### config.mk
export PLATFORM = sky130hd
export DESIGN_NAME = alu_share_arbiter
export DESIGN_NICKNAME = d
export VERILOG_FILES = /design/src/rtl/alu_share_arbiter.sv
export SDC_FILE = /design/constraint.sdc
export NUM_CORES = 1
export LEC_CHECK = 0
export ABC_AREA = 1
export CAP_MARGIN = 0
export CORE_AREA = 2 2 290 292
export CTS_CLUSTER_SIZE = 16
export DETAILED_ROUTE_END_ITERATION = 16
export DIE_AREA = 0 0 292 294
export PLACE_DENSITY = 0.36
export SYNTH_ARGS = -nofsm -noshare
export SYNTH_HDL_FRONTEND = slang
export SYNTH_SLANG_ARGS = --single-unit
export TNS_END_PERCENT = 100
### constraint.sdc
create_clock -name clk -period 2.32 [get_ports clk]
set_input_delay 0.464 -clock clk [delete_from_list [all_inputs] [get_ports clk]]
set_output_delay 0.464 -clock clk [all_outputs]
set_load 0.03 [all_outputs]
### src/rtl/alu_share_arbiter.sv
// alu_share_arbiter
//   Shares one combinational ALU between two requesters. A round-robin arbiter
//   picks a winner among the valid requests. The winner's operands and control
//   drive the ALU. The ALU result is captured in one owner-tagged result register
//   and returned on that owner's response channel one cycle later.
//
//   Optional feature: define ALU_ARB_PERFCNT_EN to build the grant and conflict
//   counters. When it is undefined, the counter ports are tied to zero and no
//   counter flops are built.
module alu_share_arbiter #(
    parameter int XLEN = 64,
    parameter int CTLW = 24
) (
    input  logic            clk,
    input  logic            reset_n,

    input  logic            i_req0_valid,
    output logic            o_req0_ready,
    input  logic [XLEN-1:0] i_req0_a,
    input  logic [XLEN-1:0] i_req0_b,
    input  logic [CTLW-1:0] i_req0_ctl,
    output logic            o_rsp0_valid,
    input  logic            i_rsp0_ready,
    output logic [XLEN-1:0] o_rsp0_result,

    input  logic            i_req1_valid,
    output logic            o_req1_ready,
    input  logic [XLEN-1:0] i_req1_a,
    input  logic [XLEN-1:0] i_req1_b,
    input  logic [CTLW-1:0] i_req1_ctl,
    output logic            o_rsp1_valid,
    input  logic            i_rsp1_ready,
    output logic [XLEN-1:0] o_rsp1_result,

    output logic [XLEN-1:0] o_alu_a,
    output logic [XLEN-1:0] o_alu_b,
    output logic [CTLW-1:0] o_alu_ctl,
    input  logic [XLEN-1:0] i_alu_result,

    output logic [31:0]     o_gnt_cnt0,
    output logic [31:0]     o_gnt_cnt1,
    output logic [31:0]     o_conflict_cnt
);

    // EMPTY: no result is held. HOLD: a result waits for its owner's response ready.
    typedef enum logic {
        ST_EMPTY = 1'b0,
        ST_HOLD  = 1'b1
    } state_t;

    state_t          r_state;
    logic            r_owner;     // requester that owns r_result
    logic            r_last_gnt;  // most recent winner; the other side wins the next tie
    logic [XLEN-1:0] r_result;

    logic w_full;
    logic w_owner_ready;
    logic w_drain;
    logic w_can_accept;
    logic w_both_valid;
    logic w_pick1;
    logic w_gnt0;
    logic w_gnt1;
    logic w_accept;

    assign w_full        = (r_state == ST_HOLD);
    assign w_owner_ready = r_owner ? i_rsp1_ready : i_rsp0_ready;
    assign w_drain       = w_full & w_owner_ready;
    // Nothing is granted while reset is asserted, so Ready stays low during reset.
    assign w_can_accept  = reset_n & (~w_full | w_drain);
    assign w_both_valid  = i_req0_valid & i_req1_valid;

    // On a tie the side that did not win last time is picked. Otherwise the only valid side is picked.
    assign w_pick1  = w_both_valid ? ~r_last_gnt : i_req1_valid;
    assign w_gnt0   = w_can_accept & i_req0_valid & ~w_pick1;
    assign w_gnt1   = w_can_accept & i_req1_valid &  w_pick1;
    assign w_accept = w_gnt0 | w_gnt1;

    assign o_req0_ready = w_gnt0;
    assign o_req1_ready = w_gnt1;

    // Route the granted requester to the shared ALU. The ALU inputs are zero when there is no grant.
    always_comb begin
        // NOTE: every output gets a default first so no path leaves it unassigned, which would infer a latch.
        o_alu_a   = '0;
        o_alu_b   = '0;
        o_alu_ctl = '0;
        if (w_gnt0) begin
            o_alu_a   = i_req0_a;
            o_alu_b   = i_req0_b;
            o_alu_ctl = i_req0_ctl;
        end else if (w_gnt1) begin
            o_alu_a   = i_req1_a;
            o_alu_b   = i_req1_b;
            o_alu_ctl = i_req1_ctl;
        end
    end

    // Result-holding FSM. An accept always loads the register, including when the old result drains in the same cycle.
    always_ff @(posedge clk or negedge reset_n) begin
        if (!reset_n) begin
            // NOTE: the result register is reset as well, so the response data reads zero after reset.
            r_state    <= ST_EMPTY;
            r_owner    <= 1'b0;
            r_last_gnt <= 1'b1;
            r_result   <= '0;
        end else begin
            // NOTE: non-blocking assignments make every register update from the pre-edge values.
            case (r_state)
                ST_EMPTY: begin
                    if (w_accept) begin
                        r_state    <= ST_HOLD;
                        r_owner    <= w_gnt1;
                        r_last_gnt <= w_gnt1;
                        r_result   <= i_alu_result;
                    end
                end
                ST_HOLD: begin
                    if (w_accept) begin
                        r_owner    <= w_gnt1;
                        r_last_gnt <= w_gnt1;
                        r_result   <= i_alu_result;
                    end else if (w_drain) begin
                        r_state    <= ST_EMPTY;
                    end
                end
                default: r_state <= ST_EMPTY;
            endcase
        end
    end

    assign o_rsp0_valid  = w_full & ~r_owner;
    assign o_rsp1_valid  = w_full &  r_owner;
    assign o_rsp0_result = r_result;
    assign o_rsp1_result = r_result;

`ifdef ALU_ARB_PERFCNT_EN
    logic [31:0] r_gnt_cnt0;
    logic [31:0] r_gnt_cnt1;
    logic [31:0] r_conflict_cnt;
    logic        w_conflict;

    // A conflict is a both-valid cycle that grants only one side, or grants neither because the result is stalled.
    assign w_conflict = w_both_valid & ((w_gnt0 ^ w_gnt1) | (w_full & ~w_drain));

    // Observation-only counters. They wrap at 2^32 and never feed back into the datapath.
    always_ff @(posedge clk or negedge reset_n) begin
        if (!reset_n) begin
            r_gnt_cnt0     <= '0;
            r_gnt_cnt1     <= '0;
            r_conflict_cnt <= '0;
        end else begin
            if (w_gnt0)     r_gnt_cnt0     <= r_gnt_cnt0 + 32'd1;
            if (w_gnt1)     r_gnt_cnt1     <= r_gnt_cnt1 + 32'd1;
            if (w_conflict) r_conflict_cnt <= r_conflict_cnt + 32'd1;
        end
    end

    assign o_gnt_cnt0     = r_gnt_cnt0;
    assign o_gnt_cnt1     = r_gnt_cnt1;
    assign o_conflict_cnt = r_conflict_cnt;
`else
    assign o_gnt_cnt0     = '0;
    assign o_gnt_cnt1     = '0;
    assign o_conflict_cnt = '0;
`endif

endmodule
Yosys cells after proc, flatten, opt, wreduce, memory -nomap -nowiden
Cells that the tools add are included.

Register bits after elaboration: 67. Bits of input ports: 374. Output and inout port bits: 380. Word-level logic and storage cells: 33.

Mux-type cells: 14. Bitwise gates (word level): 15.

Operators with widths (number): two-way mux 64 bit (5); two-way mux 24 bit (2); AND 1 bit (9); two-way mux 1 bit (6); NOT 1 bit (4); bitwise OR 1 bit (2); case mux 1 bit (2 select lines) (1).

Longest topological paths before layout
Depth in word-level cells: 9. Mapped depth: 9. Gate-level depth less buffers: 7.

Worst setup path before layout
OpenSTA, ideal clock, no wires.

Kind: reg-to-output. Start point: register r_last_gnt. End point: output o_alu_b[56]. Arrival time: 1588 ps. Data required time: 1856 ps. Path slack: 268 ps. Stages on the path, launching flop included: 9. Buffers on the path: 2. Path through: dfstp_2 > inv_1 > a21boi_1 > nand3_2 > inv_2 > buf_2 > buf_2 > nand2_1 > nand2_1.

Word-level cells in the longest chain between the ends: 5. Elaborated cells on any way between the ends: 7. Classes of those cells: mux (3); bitwise (4).

RTL lines: from (decl) (RTL line 53) `logic r_last_gnt;`; from (signal assigned) (RTL line 114) `r_last_gnt <= w_gnt1;`; from (signal assigned) (RTL line 121) `r_last_gnt <= w_gnt1;`; NOT 1 bit (RTL line 74) `assign w_pick1 = w_both_valid ? ~r_last_gnt : i_req1_valid;`; two-way mux 1 bit (RTL line 74); NOT 1 bit (RTL line 75) `assign w_gnt0 = w_can_accept & i_req0_valid & ~w_pick1;`; AND 1 bit (RTL line 75); via o_req0_ready (RTL line 18) `output logic o_req0_ready,`; two-way mux 64 bit (RTL line 88) `if (w_gnt0) begin`; to (decl) (RTL line 36) `output logic [XLEN-1:0] o_alu_b,`.

The timed path passes the listed nets, and every way through them passes these cells.

Worst setup path in the final report
Start point: register r_last_gnt. End point: output o_alu_a[17].

Word-level cells in the longest chain between the ends: 5. Elaborated cells on any way between the ends: 7. Classes of those cells: mux (3); bitwise (4).

RTL lines: NOT 1 bit * (RTL line 74); two-way mux 1 bit * (RTL line 74); AND 1 bit or NOT 1 bit (tied branches) (RTL line 76, 75); two-way mux 64 bit or AND 1 bit (tied branches) (RTL line 92, 75); two-way mux 64 bit * (RTL line 88); to (decl) (RTL line 35) `output logic [XLEN-1:0] o_alu_a,`.

Mark *: on every way between the ends. The rest lies on a longest branch, timed or not.

==> run_results.csv <==
group,metric,value,unit
run_status,status,"finished, violations left",
run_status,violations,"setup timing",
floorplan,io_pins,754,
cells_and_area,final_net_count,1946,
cts,cts_buffers,9,
placement,dp_cells,2604,
cts,clk_pin_slew,0.06,ns
cts,htreeDepth,3,
sta,finalSetupViolCount,154,
cells_and_area,final_common_cell,"clkdlybuf4s50_1",
power,powerDensity,947,nW/um^2
critical_path,r2r_cells,9,
synthesis,ys_warn_count,0,
sta,max_freq,392,MHz
cts,insertion_delay,0.36,ns
route,ant_nets,0,
cells_and_area,drive_gt1_share,28.4,%
critical_path,worstPathArrival,2.09,ns
synthesis,syn-cell-area,5790,sq um
cts,ctsLongestPathBuffers,2,
cts,root_buffer,"clkbuf_16",
synthesis,ys_seq_elements,67,
worst_hold_path,hp-class,"in -> async",
floorplan,dieWidth,292,um
route,drc,0,
sta,drv_slew,0,
power,ir_drop,0.000575,V
sta,slew_headroom,44.6,%
cells_and_area,areaGrowthSynthToFinish,168,%
sta,skew,0.0122,ns
route,vias_per_cell,3.03,
run,drv_cap,0,
cts,cts.sinks,67,
route,wl,42900,um
placement,io_buffers,657,
synthesis,yosysTopAreaCellShare,38.0,%
critical_path,required,1.86,ns
critical_path,crit_fanout,5,
global_routing,antenna_found_initial,2,
global_routing,grt_pass1_wl,55000,um
sta,rsz0062_at_grt,"yes",
placement,place_congestion,0.885,
critical_path,critPathLaunchType,"flop",
floorplan,initial_core_util,6.99,%
global_routing,track_usage,8.79,%
route,drtIter0Drc,227,
sta,timing.final.crit_period,2.55,ns
critical_path,cp-end-kind,"primary output",
critical_path,crit_type,"reg -> out",
cts,cts_tree,"built",
placement,hpwlAfterDp,32400,um
global_routing,grt_pass1_vias,7987,
sta,setup_slack,-0.234,ns
critical_path,ff2ff_setup_slack,0.13,ns
floorplan,die_h,294,um
cells_and_area,instances_no_fill,2659,
global_routing,grt_max_degree,67,
synthesis,syn_inst,948,
global_routing,grt.overflow.total,0,
floorplan,dieArea,85800,sq um
sta,finalCritPeriodShare,110,%
route,wl_per_cell,16.1,um
synthesis,syn_avg_cell_area,6.11,sq um
synthesis,yosys.area.top_type,"nand2_1",
cells_and_area,most-common-layout-cells,"clkdlybuf4s50_1, nand2_1, buf_6",
synthesis,synth_cell_types,16,
cells_and_area,final_util,18.8,%
route,vias,8059,
synthesis,ys_seq_area_share,29.0,%
synthesis,synthTopCellsByArea,"nand2_1, dfrtp_1, buf_4",
sta,hold_violations,0,
floorplan,rows,106,
power,power_leakage,0.00726,uW
placement,pre_cts_slack,-0.509,ns
route,dr.pass1.iters,4,
sta,tightestPinTransition,0.831,ns
floorplan,core,82900,sq um
==> worst paths after layout <==
| kind | endpoint | start |
|---|---|---|
| worst min register to register | o_rsp0_result[37] | o_rsp0_result[37] |
| max in group asynchronous | o_rsp0_result[54] | reset_n |
| worst max register to register | o_rsp0_result[55] | r_owner |
| worst min-delay path | o_rsp0_result[36] | reset_n |
| worst max-delay path | o_alu_a[17] | r_last_gnt |
| min in group clk | o_rsp0_result[37] | o_rsp0_result[37] |
==> metrics by stage <==
step                cell area [sq um]  hold WS [ns]  power (uW)  setup TNS [ns]
floorplan                        6150         0.168        7860               0
global placement                12900         0.291       11900          -81.50
detailed placement              12900         0.288       11900          -80.61
CTS                             14400        0.0648       14400          -37.17
global route                    15500        0.0876       15500          -43.77
finish                          15600        0.0949       14700          -26.18
==> power by group <==
part           internal (uW)  switching [uW]  total, uW  leakage, uW
combinational           4680            6140      10800      0.00628
sequential              1740             621       2360     0.000824
clock                    972             571       1540     0.000157
==> sequential cells by signal, summed over array words and instances (netlist names) <==
signal	count
r_state	1
r_last_gnt	1
o_rsp0_result	64
r_owner	1
==> what timing repair did <==
action | 4_1_cts | 5_1_grt
hold endpoints to repair | 2 | 0
hold buffers | 1 | 0
buffers inserted | 12 | 8
pin swaps | 16 | 59
resized for setup | 207 | 257
endpoints found under the setup margin | 155 | 173
cloned | 10 | 14
==> critical path, cell delays in order, from the launching register on <==
cell and delay, ns:
dfstp_2 0.53, inv_2 0.04, a21boi_2 0.18, nand3_4 0.13
inv_8 0.11, buf_12 0.14, clkbuf_16 0.17, buf_8 0.13
nand2_2 0.05, nand2_2 0.10, buf_12 0.13
==> synthesized netlist by cell type <==
| library cell | count |
|---|---|
| dfrtp_1 | 66 |
| inv_2 | 2 |
| buf_2 | 37 |
| buf_4 | 173 |
| inv_1 | 4 |
| a21oi_1 | 2 |
| buf_1 | 2 |
| clkbuf_1 | 1 |
| a21boi_1 | 2 |
| dfstp_2 | 1 |
| nor2_1 | 1 |
| nand3_1 | 65 |
| nand2_1 | 587 |
| conb_1 | 1 |
| nand2_2 | 1 |
| nand3_2 | 3 |
==> area by class of cell <==
class | count | area (sq um)
antenna | 2 | 5.00
clock buffer | 12 | 246
clock inverter | 4 | 73.8
fill | 9315 | 67300
inverter | 6 | 42.5
multi-input combinational | 757 | 3880
sequential | 67 | 1680
tap | 1080 | 1350
timing repair buffer | 731 | 8270
==> metal layers <==
metal | global-route usage (%) | part of all wire, %
met1 | 9.55 | 37
met2 | 16.2 | 52
met3 | 2.93 | 8.1
met4 | 2.41 | 2.4
met5 | 0 | 0.030
==> cell families after synthesis <==
family,count (synthesis),synth area share (%)
and+or+nand+nor,657,44.3
buffers and inverters,219,26.2
DFF,67,29.0
AOI/OAI and AO/OA,4,0.432
other,1,0.0647
No activity file was read; power rests on OpenSTA's default activity.
